<file path="src/rtl/deserializer.sv">
// deserializer
//   Receive-side partner of the serializer. Collects an MSB-first bit stream
//   qualified by enable_i/start_i into DATA_WIDTH-bit words. Completed words
//   go into a small first-word-fall-through FIFO and are handed downstream on
//   a valid/ready handshake.
//
// Ports
//   clk_i           rising-edge clock
//   rst_i           synchronous active-high reset
//   serial_in_i     serial data bit, sampled only when enable_i=1
//   enable_i        bit-valid strobe
//   start_i         marks the MSB of a word (meaningful with enable_i=1)
//   parallel_out_o  head-of-FIFO word
//   valid_o         FIFO non-empty
//   ready_i         downstream accepts
//   framing_err_o   one-cycle pulse: a partial word was discarded by a restart
//   overflow_o      one-cycle pulse: a completed word was dropped (FIFO full)
//   level_o         current FIFO occupancy
//   dbg_state_o     receive FSM state (0 = IDLE, 1 = RECV)
//
// Handshake: a word transfers on every rising edge where valid_o && ready_i.
// valid_o never depends combinationally on ready_i, and parallel_out_o is
// held stable while valid_o=1 && ready_i=0. There is no back-pressure on the
// serial side; words lost to a full FIFO are reported only via overflow_o.

module deserializer #(
  parameter int DATA_WIDTH = 8,
  parameter int FIFO_DEPTH = 2
) (
  input  logic                               clk_i,
  input  logic                               rst_i,
  input  logic                               serial_in_i,
  input  logic                               enable_i,
  input  logic                               start_i,
  output logic [DATA_WIDTH-1:0]              parallel_out_o,
  output logic                               valid_o,
  input  logic                               ready_i,
  output logic                               framing_err_o,
  output logic                               overflow_o,
  output logic [$clog2(FIFO_DEPTH+1)-1:0]    level_o,
  output logic                               dbg_state_o
);

  localparam int CW = $clog2(DATA_WIDTH);
  localparam int LW = $clog2(FIFO_DEPTH + 1);
  localparam int PW = (FIFO_DEPTH > 1) ? $clog2(FIFO_DEPTH) : 1;

  typedef enum logic {
    ST_IDLE = 1'b0,
    ST_RECV = 1'b1
  } state_t;

  state_t                  r_state;
  state_t                  w_next_state;

  // Only DATA_WIDTH-1 bits are ever held: the last bit goes straight from
  // serial_in_i into the FIFO on the completing edge.
  logic [DATA_WIDTH-2:0]   r_shift;
  logic [CW-1:0]           r_count;

  logic                    w_load;
  logic                    w_shift_en;
  logic                    w_complete;
  logic                    w_framing;
  logic [DATA_WIDTH-1:0]   w_word;

  logic [DATA_WIDTH-1:0]   r_mem [FIFO_DEPTH];
  logic [PW-1:0]           r_wr_ptr;
  logic [PW-1:0]           r_rd_ptr;
  logic [LW-1:0]           r_level;
  logic                    r_framing;
  logic                    r_overflow;

  logic                    w_full;
  logic                    w_empty;
  logic                    w_pop;
  logic                    w_push;
  logic                    w_overflow_evt;

  function automatic logic [PW-1:0] f_ptr_inc(input logic [PW-1:0] p);
    return (p == PW'(FIFO_DEPTH - 1)) ? '0 : p + PW'(1);
  endfunction

  // ---------------------------------------------------------------- FSM
  always_ff @(posedge clk_i) begin
    if (rst_i) begin
      r_state <= ST_IDLE;
    end else begin
      r_state <= w_next_state;
    end
  end

  always_comb begin
    w_next_state = r_state;
    case (r_state)
      ST_IDLE: begin
        if (enable_i && start_i) w_next_state = ST_RECV;
      end
      ST_RECV: begin
        if (enable_i && !start_i && (r_count == CW'(DATA_WIDTH - 1))) begin
          w_next_state = ST_IDLE;
        end
      end
      default: w_next_state = ST_IDLE;
    endcase
  end

  always_comb begin
    w_load     = 1'b0;
    w_shift_en = 1'b0;
    w_complete = 1'b0;
    w_framing  = 1'b0;
    case (r_state)
      ST_IDLE: begin
        // Enabled bits without start while idle are stray and ignored.
        w_load = enable_i && start_i;
      end
      ST_RECV: begin
        if (enable_i) begin
          if (start_i) begin
            // Restart mid-word, including on what would have been the last bit.
            w_load    = 1'b1;
            w_framing = 1'b1;
          end else begin
            w_shift_en = 1'b1;
            w_complete = (r_count == CW'(DATA_WIDTH - 1));
          end
        end
      end
      default: ;
    endcase
  end

  assign dbg_state_o = r_state;

  // ---------------------------------------------------------------- shift path
  assign w_word = {r_shift, serial_in_i};

  always_ff @(posedge clk_i) begin
    if (rst_i) begin
      r_shift <= '0;
      r_count <= '0;
    end else if (w_load) begin
      r_shift <= (DATA_WIDTH-1)'(serial_in_i);
      r_count <= CW'(1);
    end else if (w_shift_en) begin
      r_shift <= (r_shift << 1) | (DATA_WIDTH-1)'(serial_in_i);
      r_count <= w_complete ? '0 : r_count + CW'(1);
    end
  end

  // ---------------------------------------------------------------- FIFO
  assign w_full         = (r_level == LW'(FIFO_DEPTH));
  assign w_empty        = (r_level == '0);
  assign w_pop          = !w_empty && ready_i;
  // A pop in the same cycle frees the slot, so a word completing while full
  // is still accepted when the head leaves at the same edge.
  assign w_push         = w_complete && (!w_full || w_pop);
  assign w_overflow_evt = w_complete && w_full && !w_pop;

  always_ff @(posedge clk_i) begin
    if (rst_i) begin
      for (int i = 0; i < FIFO_DEPTH; i++) r_mem[i] <= '0;
      r_wr_ptr   <= '0;
      r_rd_ptr   <= '0;
      r_level    <= '0;
      r_framing  <= 1'b0;
      r_overflow <= 1'b0;
    end else begin
      if (w_push) begin
        r_mem[r_wr_ptr] <= w_word;
        r_wr_ptr        <= f_ptr_inc(r_wr_ptr);
      end
      if (w_pop) begin
        r_rd_ptr <= f_ptr_inc(r_rd_ptr);
      end
      if (w_push && !w_pop) begin
        r_level <= r_level + LW'(1);
      end else if (!w_push && w_pop) begin
        r_level <= r_level - LW'(1);
      end
      r_framing  <= w_framing;
      r_overflow <= w_overflow_evt;
    end
  end

  // Fall-through read: the head slot is visible as soon as it is written.
  // When empty, the read pointer sits on a stale slot, which is acceptable
  // because the data is don't-care while valid_o=0.
  assign parallel_out_o = r_mem[r_rd_ptr];
  assign valid_o        = !w_empty;
  assign level_o        = r_level;
  assign framing_err_o  = r_framing;
  assign overflow_o     = r_overflow;

endmodule

</file>
<file path="config.mk">
export PLATFORM = sky130hd
export DESIGN_NAME = deserializer
export DESIGN_NICKNAME = d
export VERILOG_FILES = /design/src/rtl/deserializer.sv
export SDC_FILE = /design/constraint.sdc
export NUM_CORES = 1
export LEC_CHECK = 0
export BUFFER_PORTS_ARGS = -buffer_cell sky130_fd_sc_hd__buf_2
export CORE_MARGIN = 3
export CORE_UTILIZATION = 59
export DETAILED_ROUTE_END_ITERATION = 12
export PLACE_DENSITY = 0.83
export RECOVER_POWER = 50
export SLEW_MARGIN = 40
export SYNTH_ARGS = -nofsm -noshare
export SYNTH_HDL_FRONTEND = slang
export SYNTH_SLANG_ARGS = --single-unit
</file>
<file path="constraint.sdc">
create_clock -name clk_i -period 3.95 [get_ports clk_i]
set_clock_uncertainty 0.15 [all_clocks]
set_input_delay 0.79 -clock clk_i [delete_from_list [all_inputs] [get_ports clk_i]]
set_output_delay 0.79 -clock clk_i [all_outputs]
set_load 0.03 [all_outputs]
</file>
==> out/results.ini <==
[route]
final_antenna_net_count = 0
viasPerCell = 5.49
drt_drc_violations_left = 0
firstDrtPassIters = 4
wl_per_cell_um = 13.2
wl_um = 2310
vias = 960
drt_iter0_markers = 36

[clocking]
clock_sinks = 34
cts_max_level = 2
numCtsBuffers = 5
ctsHoldBuffers = 0
clk_latency_ns = 0.33
clockBufferDepth = 2
clk_pin_slew_ns = 0.10
cts_tree = done
cts_resized = 0
cts-root-buf = clkbuf_4
cts_setup_buffers = 0

[final_layout]
layout.area.seq_um2 = 841
antenna_cells = 0
fillers = 183
stdcell_count = 175
layout.nets = 155
syn2layout_area_growth_pct = 10.2
multi_input_comb_area_um2 = 552
layout-drive-gt1-share_pct = 21.8

[floorplanning]
row_count = 17
die_x_um = 55.3
pin_count = 20
core_area_mm2 = 0.00225
start_util_pct = 63.7
dieHeight_um = 55.3
fp.dieArea_mm2 = 0.00306

[synthesis]
ys_ff_latch = 34
synthMostInstantiatedCell = dfxtp_1
yosysWarnings = 0
synth_edf_count = 16
ys_types = 26
syn_nets = 135
synthFlopType = dfxtp_1
synth_commonest_cells = dfxtp_1 (18), nand2_1 (17), and3_1 (16), edfxtp_1 (16), a21oi_1 (10)
synth_top_cell_by_area = edfxtp_1
seq_area_frac_synth_pct = 58.6
syn_inst = 126
synth.avg_cell_area_um2 = 11.4
netlist.area_leader.share_pct = 33.5
synth-async-reset-ratio_pct = 0
synth_area_mm2 = 0.00144
synthTopCellsByArea = edfxtp_1 (33%), dfxtp_1 (25%), and3_1 (7.0%), mux2_2 (6.3%), nand2_1 (4.4%)

[global_route]
grt_pass1_vias = 871
grt_pass1_wl_um = 3970
antenna_found_initial = 0
overflow = 0
gr-usage-all-layers_pct = 17.1
grt_max_degree = 21

[sta]
timing.setup.tns_ns = 0
fin_crit_sh_pct = 68.3
setup_violations = 0
finalMaxSlewViolations = 0
worst_pin_slew_ns = 0.523
final-hold-violation-count = 0
fin_crit_ns = 2.70
holdWs_ns = 0.318
fmax_mhz = 371
rsz0062_at_grt = no
max_slew_margin_pct = 65.1

[worst_hold_path]
hp-class = flip-flop to flip-flop
worstHoldPathCells = 2
hold_path_startpoint = r_count[2]$_SDFFE_PP0P_
hold_end = r_count[2]$_SDFFE_PP0P_

[worst_setup_path]
cpMaxStageDelayCell = and3_1
start_kind = input pin
crit_arrival_ns = 2.82
rrSetupSlack_ns = 1.52
r2r_start = dbg_state_o$_SDFF_PP0_
cp_slowest_stage_delay_ns = 0.54
critPathRequiredTime_ns = 4.07
r2r-end = level_o[1]$_SDFFE_PP0P_
r2r_cells = 5
cp-end-kind = flip-flop
worstPathBufferInverterCount = 1
crit_chain = clkbuf_1 -> and3b_1 -> and3_1 -> ha_1 -> or3_1 -> a21oi_1
crit_path_max_fanout = 20
cp_top_family = simple AND/OR/NAND/NOR gates
crit_type = input pin to flip-flop

[power]
powerDensity_mw_per_mm2 = 380
power_leakage_nw = 0.691
vdd_drop_max_uv = 286

[place]
gp_congestion = 0.718
post-dp-hpwl_um = 1670
dp_cells = 167
io_buffers = 19

[run]
maxCapViolCount = 0

[run_status]
outcome = finished clean

## placed cells by master (no fill, tap or decap), types with 4 or more instances in the layout
cell type  Yosys  final
o21ai_0        4      4
nand2_1       17     17
mux2_2         8      8
clkbuf_4       0      5
edfxtp_1      16     16
and3_1        16     17
nor2_1         7      7
buf_2          3     16
a21oi_1       10     10
dfxtp_1       18     18
## state kept, by name (all words and copies together) (netlist names), named ones only
name	flops
dbg_state_o	1
framing_err_o	1
level_o	2
overflow_o	1
r_count	3
r_mem	16
r_rd_ptr	1
r_shift	7
r_wr_ptr	1
## how the worst max path moves through the flow
stage               startpoint                      end  slack [ns]  cells past startpoint
floorplan             enable_i  level_o[1]$_SDFFE_PP0P_        1.39                      8
global placement       start_i  level_o[1]$_SDFFE_PP0P_        1.34                      6
detailed placement     start_i  level_o[1]$_SDFFE_PP0P_        1.28                      6
CTS                  flip-flop        parallel_out_o[5]        1.56                      2
global route          enable_i  level_o[1]$_SDFFE_PP0P_        1.13                      6
finish                enable_i  level_o[1]$_SDFFE_PP0P_        1.25                      6
## report_power, final
| group | internal (W) | switching [W] |
|---|---|---|
| logic | 0.0000106 | 0.0000226 |
| registers | 0.000376 | 0.00000385 |
| clock network | 0.0000827 | 0.000106 |
| total | 0.000469 | 0.000132 |
## worst min-delay path: stages, from the launching register on
cell     delay, ns
dfxtp_1       0.32
nand2_1       0.05
a21oi_1       0.05
## area by class of cell
cell class	count	share of cell area, %
inverter	1	0.237
clock buffer	6	3.24
timing repair buffer	19	5.78
clock inverter	2	0.475
multi-input combinational	85	34.9
tap	28	2.22
sequential	34	53.2
## metal layers
| metal | wire [µm] | share of wire, % | global-route usage [%] |
|---|---|---|---|
| met4 | 63 | 2.7 | 10.4 |
| met5 | 0 | 0 | 0 |
| met3 | 129 | 5.6 | 5.37 |
| met2 | 1140 | 49 | 28.4 |
| met1 | 976 | 42 | 19.1 |
## per-stage QoR
step / total power, W / setup slack [ns] / area, µm² / util (%)
after detailed placement: 0.000421 / 1.28 / 1530 / 67.9
final: 0.000601 / 1.25 / 1580 / 70.1
after global placement: 0.000419 / 1.34 / 1530 / 67.9
after floorplan: 0.000410 / 1.39 / 1440 / -
after global routing: 0.000630 / 1.13 / 1580 / 70.1
after CTS: 0.000608 / 1.56 / 1590 / 70.5
## cells by family after synthesis
logic type | share of synthesized area, %
fa+ha+maj | 2.62
compound gates | 6.97
flops | 58.6
xor+xnor | 1.83
mux | 8.02
simple gates | 19.4
buf+inv | 2.62
(Power assumes the default switching activity.)
